<file path="src/rtl/fifo_collect.sv">
// fifo_collect: serial-to-parallel deskew collector; drops SKEW leading samples,
// gathers the next DEPTH samples into q and holds them until read.
module fifo_collect #(
  parameter int DEPTH = 8,
  parameter int BITS  = 8,
  parameter int SKEW  = DEPTH - 1
) (
  input  logic                   clk,
  input  logic                   rst_n,
  input  logic                   start,
  input  logic                   en,
  input  logic signed [BITS-1:0] din,
  input  logic                   rd,
  output logic signed [BITS-1:0] q [DEPTH],
  output logic                   valid,
  output logic                   busy
);
  localparam int MX = (SKEW > DEPTH) ? SKEW : DEPTH;
  localparam int CW = $clog2(MX) + 1;
  localparam logic [CW-1:0] SKIP_LAST = CW'((SKEW > 0) ? SKEW - 1 : 0);
  localparam logic [CW-1:0] FILL_LAST = CW'(DEPTH - 1);
  typedef enum logic [1:0] {IDLE, SKIP, FILL, DONE} state_t;
  state_t state, nxt;
  logic [CW-1:0] skip_cnt, fill_cnt;
  always_ff @(posedge clk)
    if (!rst_n) state <= IDLE;
    else state <= nxt;
  always_comb begin
    nxt = state;
    if (start) nxt = (SKEW > 0) ? SKIP : FILL;
    else if (state == SKIP && en && skip_cnt == SKIP_LAST) nxt = FILL;
    else if (state == FILL && en && fill_cnt == FILL_LAST) nxt = DONE;
    else if (state == DONE && rd) nxt = IDLE;
  end
  always_comb begin
    valid = state == DONE;
    busy  = state == SKIP || state == FILL;
  end
  // shift toward q[0] so the first kept sample lands there after DEPTH shifts
  always_ff @(posedge clk)
    if (!rst_n || start) begin
      q        <= '{default: '0};
      skip_cnt <= '0;
      fill_cnt <= '0;
    end else if (en && state == SKIP) begin
      skip_cnt <= skip_cnt + 1'b1;
    end else if (en && state == FILL) begin
      for (int i = 0; i < DEPTH - 1; i++) q[i] <= q[i+1];
      q[DEPTH-1] <= din;
      fill_cnt   <= fill_cnt + 1'b1;
    end
endmodule

</file>
<file path="config.mk">
export PLATFORM = sky130hd
export DESIGN_NAME = fifo_collect
export DESIGN_NICKNAME = d
export VERILOG_FILES = /design/src/rtl/fifo_collect.sv
export SDC_FILE = /design/constraint.sdc
export NUM_CORES = 1
export LEC_CHECK = 0
export BUFFER_PORTS_ARGS = -buffer_cell sky130_fd_sc_hd__buf_4
export CAP_MARGIN = 20
export CORE_ASPECT_RATIO = 1.1
export CORE_UTILIZATION = 40
export DETAILED_ROUTE_END_ITERATION = 8
export GPL_TIMING_DRIVEN = 0
export PLACE_DENSITY = 0.63
export RECOVER_POWER = 100
export SKIP_LAST_GASP = 1
export SLEW_MARGIN = 20
export SYNTH_ARGS = -nofsm -noshare
export SYNTH_HDL_FRONTEND = slang
export SYNTH_SLANG_ARGS = --single-unit
</file>
<file path="constraint.sdc">
create_clock -name clk -period 1.5 [get_ports clk]
set_input_delay 0.075 -clock clk [delete_from_list [all_inputs] [get_ports clk]]
set_output_delay 0.075 -clock clk [all_outputs]
set_load 0.05 [all_outputs]
</file>
==> metrics.cfg, run 1 <==
[placement]
dp_hpwl_um=4600
globalplace.congestion=0.761
dp.cells=496
placed_area_um2=3490
portBuffers=77

[layout]
num_antenna_cells=0
fin_nets=457
stdcell_area_um2=3650
drive_above_1_share=0.178
layout_common_cells=123 x nand2_1, 72 x dfxtp_1, 63 x clkbuf_1
final_common_cell=nand2_1
synthToLayoutAreaGrowth_pct=29.9
final_cells=525

[logic_synthesis]
ys_top_cells_by_area=dfxtp_1 53%, nand2_1 16%, a21oi_1 11%
yosysTopAreaCellShare=0.527
syn_inst=337
yosysWarnings=0
ys_seq_area_frac=0.527
syn_nets=356
netlist_area_um2=2810
avgSynthCellArea_um2=8.34
synth.distinct_cells=27
yosysTopAreaCell=dfxtp_1
synth.ff_latch_count=74

[power]
seqPwrFrac=0.538
p_per_area_nw_per_um2=1000
p_sw_frac=0.213
comb_power_share=0.034
leakagePower_nw=1.20
totalPowerFinal_mw=3.66
netSwitchingPower_mw=0.779
ir_worst_vdd_mv=0.557
p_clk_frac=0.428
p_int_mw=2.88

[setup_path]
worst_setup_path_end_kind=flip-flop
r2r-end=q[60]
rrSetupSlack_ns=0.06
crit_fanout=10
start_kind=flip-flop
r2r-start=state[1]
reg2regPathDepth=7
critPathArrivalTime_ns=1.70
cp.required_ns=1.76
worst-setup-path-type=reg2reg

[sta]
timing.fmax_mhz=695
finalSetupTns_ns=0
hold_viol=0
period_minus_slack_ns=1.44
setup_violations=0
worstMarginPinSlew_ns=0.666
slew_viol_final=0
min_period_over_period=0.959
finClkSkew_ns=0.00918
hold_slack_ns=0.0236
max_slew_margin=0.558

[cts]
htreeDepth=3
clock_path_buffers=2
clk_latency_ns=0.34
cts_root_buf=clkbuf_8
clk_pin_slew_ns=0.07
cts.sinks=74
tritoncts=done
cts_made_buffers=9

[drt]
dr.first_iter.drc_count=67
viasPerCell=4.68
final_antenna_net_count=0
drc=0
firstDrtPassIters=4
num_vias=2457
wl_um=6450
detail_route.wl_per_cell_um=12.3

[global_route]
antenna_found_initial=0
grt.total_usage=0.185
grt_pass1_wl_um=10400
grt_pass1_vias=2211
grt_max_degree=13
grt_overflow=0

[min_path]
hold_path_depth=3
hold_path_end=state[0]
hold_class=in2reg
holdCritStartpoint=start

[floorplan]
io_pins=79
core_area_um2=6670
start_util=0.421
fp.dieH_um=89.9
fp.dieW_um=81.9
row_count=31
die_area_um2=7360

[flow_run]
max_cap_violations=0

[run_status]
outcome=finished, final reports clean

-- kinds of logic after synthesis --
group                      after synthesis  share of synthesized area
DFF                                     74                      0.527
xor gates and xnor gates                 3                    0.00935
adders and majority gates                6                     0.0267
AOI/OAI and AO/OA                       77                      0.153
buffers and inverters                   28                     0.0588
and+or+nand+nor                        149                      0.225
-- synth_stat cells (all sizes together) --
| cell | n |
|---|---|
| or2 | 2 |
| dfxtp | 74 |
| inv | 5 |
| a311oi | 1 |
| nand3b | 2 |
| o21ai | 3 |
| and3b | 1 |
| a31oi | 1 |
| nand4 | 1 |
| nand3 | 3 |
| nand2b | 1 |
| clkbuf | 2 |
| nand2 | 133 |
| or3 | 3 |
| a21oi | 71 |
| xnor2 | 2 |
| xor2 | 1 |
| o31ai | 1 |
| buf | 21 |
| ha | 6 |
| nor2 | 3 |
-- stage by stage --
stage           util  setup slack (ns)
2_1_floorplan      -            0.0964
3_3_place_gp   0.523           -0.0717
3_5_place_dp   0.523           -0.0627
4_1_cts        0.570            0.0212
5_1_grt        0.547          -0.00945
6_report       0.547            0.0610
-- area by class of cell --
type / instances / area [um^2]
Fill cell: 706 / 3020
Sequential cell: 74 / 1490
Multi-Input combinational cell: 235 / 1200
Timing Repair Buffer: 90 / 479
Buffer: 23 / 163
Clock buffer: 12 / 155
Tap cell: 82 / 103
Clock inverter: 4 / 50.0
Inverter: 5 / 18.8
-- routing by layer --
layer	vias to the layer above	wire [um]	GRT usage	share of wire
met5	-	0	0	0
met4	0	75	0.0746	0.012
met3	7	385	0.0558	0.060
met2	63	2990	0.291	0.46
met1	1092	3000	0.233	0.46
li1	1295	-	-	-
-- sequential cells by signal, summed over array words and instances (netlist names) --
name,flops
skip_cnt,4
q,64
fill_cnt,4
state,2
-- worst max-delay path, cell delays in order (launching register included) --
cell	delay [ns]
dfxtp_2	0.36
inv_1	0.07
ha_4	0.18
and3b_2	0.29
buf_8	0.14
buf_6	0.14
nand2_1	0.06
a21oi_1	0.13
-- timing repair --
| action | 4_1_cts | 5_1_grt |
|---|---|---|
| hold buffers | 10 | 0 |
| resized for setup | 4 | 14 |
| pin swaps | 0 | 1 |
| gates cloned | 0 | 1 |
| endpoints found under the hold margin | 10 | 0 |
| setup endpoints to repair | 40 | 41 |
| buffers inserted | 0 | 2 |
-- power by group through the flow --
stage | combinational [mW] | sequential (mW) | clock, mW
final | 0.125 | 1.97 | 1.57
after global routing | 0.134 | 1.97 | 1.70
after CTS | 0.122 | 1.97 | 1.60
after detailed placement | 0.101 | 2.02 | 0
after global placement | 0.100 | 2.02 | 0
after floorplan | 0.0574 | 2.01 | 0
-- worst max path at each step --
| stage | from | end | slack (ns) | cells past startpoint |
|---|---|---|---|---|
| finish | state[1] | q[60] | 0.06 | 7 |
| global route | state[1] | q[0] | -0.009 | 7 |
| CTS | state[1] | q[60] | 0.02 | 7 |
| detailed placement | state[0] | q[48] | -0.06 | 5 |
| global placement | state[0] | q[49] | -0.07 | 5 |
| floorplan | state[1] | q[48] | 0.1 | 7 |
No activity file was read; power rests on OpenSTA's default activity.
==> inputs of run 2 (changes only) <==
--- a/config.mk
+++ b/config.mk
@@ -11,7 +11,7 @@
 export CORE_UTILIZATION = 40
 export DETAILED_ROUTE_END_ITERATION = 8
 export GPL_TIMING_DRIVEN = 0
-export PLACE_DENSITY = 0.63
+export PLACE_DENSITY = 0.66
 export RECOVER_POWER = 100
 export SKIP_LAST_GASP = 1
 export SLEW_MARGIN = 20
==> metrics.cfg, run 2 (synthesis gave the netlist of run 1 again) <==
[layout]
final_common_cell=nand2_1
final_cells=526  ; +0.19%
largest_registers=q (64), fill_cnt (4), skip_cnt (4)
drive_above_1_share=0.185  ; +0.00636
layout_common_cells=123 x nand2_1, 72 x dfxtp_1, 61 x clkbuf_1
largest_register_ffs=64  ; unchanged
num_antenna_cells=0  ; unchanged
fin_nets=458  ; +0.22%
utilization=0.544  ; -0.00356
synthToLayoutAreaGrowth_pct=29.1
regMostFlops=q

[global_route]
grt_pass1_vias=2340  ; +5.8%
grt_max_degree=14  ; +1
grt.total_usage=0.195  ; +0.0103
grt_pass1_wl_um=10900  ; +4.8%
antenna_found_initial=0  ; unchanged
grt_overflow=0  ; unchanged

[setup_path]
cp.required_ns=1.72  ; -0.04 ns
crit_fanout=7  ; -3
path_cells=inv_1, ha_2, and3b_2, buf_8, buf_4, xnor2_1, nor2_1
worst-setup-path-type=reg2reg
start_kind=flip-flop
max_stage_delay_ns=0.34  ; -0.02 ns
critPathArrivalTime_ns=1.67  ; -0.03 ns
cp_slowest_cell=dfxtp_2
cpLargestDelayFamily=flip-flops
worst_setup_path_end_kind=flip-flop
critPathBufInv=3  ; unchanged

[sta]
worstMarginPinSlew_ns=0.651  ; -0.0149 ns
slew_viol_final=0  ; unchanged
timing.fmax_mhz=694  ; -0.20%
finClkSkew_ns=0.00798  ; -0.00120 ns
period_minus_slack_ns=1.44  ; +0.00282 ns
setup_violations=0  ; unchanged
max_slew_margin=0.568  ; +0.00991
hold_viol=0  ; unchanged
hold_slack_ns=0.0258  ; +0.00222 ns
finalSetupTns_ns=0  ; unchanged
rsz0062_at_grt=yes
min_period_over_period=0.961  ; +0.00188

[power]
ir_worst_vdd_mv=0.563  ; +1.1%
leakagePower_nw=1.22  ; +1.2%
totalPowerFinal_mw=3.67  ; +0.25%
p_per_area_nw_per_um2=1010  ; +0.91%

[cts]
clock_path_buffers=2  ; unchanged
cts_root_buf=clkbuf_8
clk_pin_slew_ns=0.08  ; about the same
tritoncts=done
clk_latency_ns=0.35  ; about the same
cts_made_buffers=9  ; unchanged
htreeDepth=3  ; unchanged
cts.sinks=74  ; unchanged

[drt]
drc=0  ; unchanged
num_vias=2482  ; +1.0%
final_antenna_net_count=0  ; unchanged
firstDrtPassIters=4  ; unchanged
viasPerCell=4.72  ; +0.83%
wl_um=6630  ; +2.7%
dr.first_iter.drc_count=120  ; +79%
detail_route.wl_per_cell_um=12.6  ; +2.5%

[placement]
portBuffers=77  ; unchanged
dp.cells=496  ; unchanged
globalplace.congestion=0.774  ; +1.7%
dp_hpwl_um=4770  ; +3.5%

[floorplan]
die_area_um2=7360  ; unchanged
core_area_um2=6670  ; unchanged
fp.dieW_um=81.9  ; unchanged
fp.dieH_um=89.9  ; unchanged
io_pins=79  ; unchanged
start_util=0.421  ; unchanged
row_count=31  ; unchanged

[run_status]
outcome=finished, final reports clean

[flow_run]
max_cap_violations=0  ; unchanged

[min_path]
hold_class=in2reg

[run 2: per-layer routing]
metal	global-route usage	vias to the layer above	part of all wire
li1	-	1295	-
met1	0.226	1108	0.44
met2	0.315	66	0.47
met3	0.0538	13	0.068
met4	0.111	0	0.021
met5	0	-	0
[run 2: stage by stage]
stage / instance area [um^2] / worst slack (ns)
finish: 3630 / 0.0582
global route: 3630 / -0.0284
CTS: 3810 / 0.0308
detailed placement: 3490 / -0.0586
global placement: 3490 / -0.0538
floorplan: 2810 / 0.0964
[run 2: worst paths after layout]
kind	from	endpoint	cells past startpoint	slack, ns
worst max-delay path	state[1]	fill_cnt[0]	7	0.06
worst max register to register	state[1]	fill_cnt[0]	7	0.06
worst min register to register	q[62]	q[62]	2	0.46
worst min-delay path	rd	state[1]	4	0.03
[run 2: area by class of cell]
| type | instances | area [um^2] |
|---|---|---|
| Sequential cell | 74 | 1480 |
| Inverter | 5 | 18.8 |
| Timing Repair Buffer | 91 | 473 |
| Clock inverter | 6 | 65.1 |
| Fill cell | 700 | 3040 |
| Tap cell | 82 | 103 |
| Clock buffer | 10 | 138 |
| Multi-Input combinational cell | 235 | 1170 |
| Buffer | 23 | 174 |
[run 2: tightest hold or removal path, stage by stage]
cell and delay [ns]:
buf_4 0.07, nand2_1 0.06, nand2_1 0.06, a31oi_1 0.06
[run 2: timing repair]
action                                  4_1_cts  5_1_grt
endpoints found under the hold margin        10        0
cloned                                        0        0
endpoints found under the setup margin       40       40
buffers inserted                              0        3
resized for setup                             4       13
hold buffers                                 11        0
[run 2: where the power goes]
| group | switching, mW | total (mW) | internal (mW) | leakage (nW) |
|---|---|---|---|---|
| sequential | 0.00367 | 1.97 | 1.97 | 0.597 |
| combinational | 0.0675 | 0.124 | 0.0567 | 0.518 |
| clock | 0.759 | 1.58 | 0.816 | 0.103 |
| total | 0.830 | 3.67 | 2.84 | 1.22 |
==> inputs of run 3 (changes only) <==
==> constraint.sdc (replaced) <==
create_clock -name clk -period 1.5 [get_ports clk]
set_input_delay 0.075 -clock clk [delete_from_list [all_inputs] [get_ports clk]]
set_output_delay 0.075 -clock clk [all_outputs]
set_load 0.02 [all_outputs]
==> metrics.cfg, run 3 (synthesis gave the netlist of run 1 again) <==
[sta]
max_slew_margin=0.624  ; +0.0565
hold_viol=0  ; unchanged
rsz0062_at_grt=yes
timing.fmax_mhz=693  ; about the same
period_minus_slack_ns=1.44  ; +0.000296 ns
worstMarginPinSlew_ns=0.564  ; -0.0875 ns
setup_slack_ns=0.0579  ; -0.000296 ns
setup_violations=0  ; unchanged
slew_viol_final=0  ; unchanged
min_period_over_period=0.961  ; about the same
finClkSkew_ns=0.00798  ; +0.000000660 ns

[layout]
layout_common_cells=123 x nand2_1, 72 x dfxtp_1, 65 x clkbuf_1
largest_register_ffs=64  ; unchanged
regMostFlops=q
layout.area.seq_um2=1480  ; unchanged
num_antenna_cells=0  ; unchanged
drive_above_1_share=0.176  ; -0.00901
synthToLayoutAreaGrowth_pct=29.0  ; about the same
multi_input_area_um2=1170  ; unchanged
largest_registers=q (64), fill_cnt (4), skip_cnt (4)
final_common_cell=nand2_1
fill_cells=700  ; unchanged
fin_nets=458  ; unchanged

[floorplan]
die_area_um2=7360  ; unchanged
fp.dieH_um=89.9  ; unchanged
row_count=31  ; unchanged
fp.dieW_um=81.9  ; unchanged
core_area_um2=6670  ; unchanged
start_util=0.421  ; unchanged
io_pins=79  ; unchanged

[power]
netSwitchingPower_mw=0.827  ; -0.37%
leakagePower_nw=1.20  ; -1.1%
p_int_mw=2.84  ; about the same
ir_worst_vdd_mv=0.564  ; about the same
totalPowerFinal_mw=3.67  ; about the same
seqPwrFrac=0.537  ; about the same
p_per_area_nw_per_um2=1010  ; about the same
p_clk_frac=0.430  ; about the same
comb_power_share=0.033  ; about the same
p_sw_frac=0.226  ; -0.000642

[cts]
clk_latency_ns=0.35  ; about the same
tritoncts=done
clk_pin_slew_ns=0.08  ; about the same
htreeDepth=3  ; unchanged
clock_path_buffers=2  ; unchanged
cts_made_buffers=9  ; unchanged
cts.sinks=74  ; unchanged
cts_root_buf=clkbuf_8

[min_path]
holdCritStartpoint=rd
hold_path_depth=4  ; unchanged
hold_path_end=state[1]
hold_class=in2reg

[global_route]
antenna_found_initial=0  ; unchanged
grt_overflow=0  ; unchanged
grt.total_usage=0.195  ; unchanged
grt_pass1_vias=2340  ; unchanged
grt_max_degree=14  ; unchanged
grt_pass1_wl_um=10900  ; unchanged

[placement]
portBuffers=77  ; unchanged
pre_cts_ws_ns=-0.0586  ; unchanged
globalplace.congestion=0.774  ; unchanged
dp_hpwl_um=4770  ; unchanged

[setup_path]
reg2regPathDepth=7  ; unchanged
worst_setup_path_end_kind=flip-flop
r2r-end=fill_cnt[0]
rrSetupSlack_ns=0.06  ; about the same
worst-setup-path-type=reg2reg
critPathArrivalTime_ns=1.67  ; about the same
crit_fanout=7  ; unchanged
start_kind=flip-flop
r2r-start=state[0]
cp.required_ns=1.72  ; about the same

[drt]
firstDrtPassIters=4  ; unchanged
dr.first_iter.drc_count=118  ; -1.7%
viasPerCell=4.71  ; -0.12%
num_vias=2479  ; -0.12%
drc=0  ; unchanged
final_antenna_net_count=0  ; unchanged
wl_um=6630  ; about the same
detail_route.wl_per_cell_um=12.6  ; about the same

[flow_run]
max_cap_violations=0  ; unchanged

[run_status]
outcome=finished, final reports clean

run 3: power groups by stage:
stage               registers (mW)  logic, mW  clock network, mW
finish                        1.97      0.120               1.58
global route                  1.97      0.131               1.70
CTS                           1.97      0.120               1.61
detailed placement            2.02     0.0961                  0
global placement              2.02     0.0955                  0
floorplan                     2.01     0.0531                  0
run 3: layer usage:
layer	vias up	track usage	wire length, um
met5	-	0	0
met4	0	0.111	138
met3	13	0.0538	452
met2	66	0.315	3140
met1	1104	0.226	2900
li1	1296	-	-
run 3: worst max-delay path, cell delays in order (launching register included):
cell and delay, ns:
dfxtp_2 0.36, inv_1 0.05, ha_2 0.21, and3b_2 0.25, buf_8 0.14, buf_4 0.14
xnor2_1 0.12, nor2_1 0.05
run 3: per-stage QoR:
stage | hold slack (ns) | utilization | instance area, um^2 | TNS [ns] | instances
global route | 0.0570 | 0.543 | 3620 | -0.0433 | 526
global placement | 0.321 | 0.523 | 3490 | -0.595 | 496
CTS | 0.0194 | 0.571 | 3810 | 0 | 523
detailed placement | 0.330 | 0.523 | 3490 | -0.764 | 496
finish | 0.0260 | 0.543 | 3620 | 0 | 526
floorplan | 0.204 | - | 2810 | 0 | 337
run 3: final cells by class:
cell class                      count  area share
Buffer                             23      0.0480
Tap cell                           82      0.0283
Multi-Input combinational cell    235       0.323
Sequential cell                    74       0.409
Clock buffer                       10      0.0380
Timing Repair Buffer               91       0.130
Clock inverter                      6      0.0179
Inverter                            5     0.00518
run 3: timing repair:
| item | in CTS | in global routing |
|---|---|---|
| buffers inserted | 0 | 3 |
| hold endpoints to repair | 10 | 0 |
| hold buffers | 11 | 0 |
| endpoints found under the setup margin | 40 | 40 |
| gates resized for setup | 4 | 13 |
run 3: worst max-delay path by stage:
stage / from / endpoint / cells after the start
6_report: state[0] / fill_cnt[0] / 7
5_1_grt: state[0] / fill_cnt[0] / 7
4_1_cts: state[1] / q[60] / 7
3_5_place_dp: state[0] / q[45] / 5
3_3_place_gp: state[0] / q[49] / 5
2_1_floorplan: state[1] / q[48] / 7
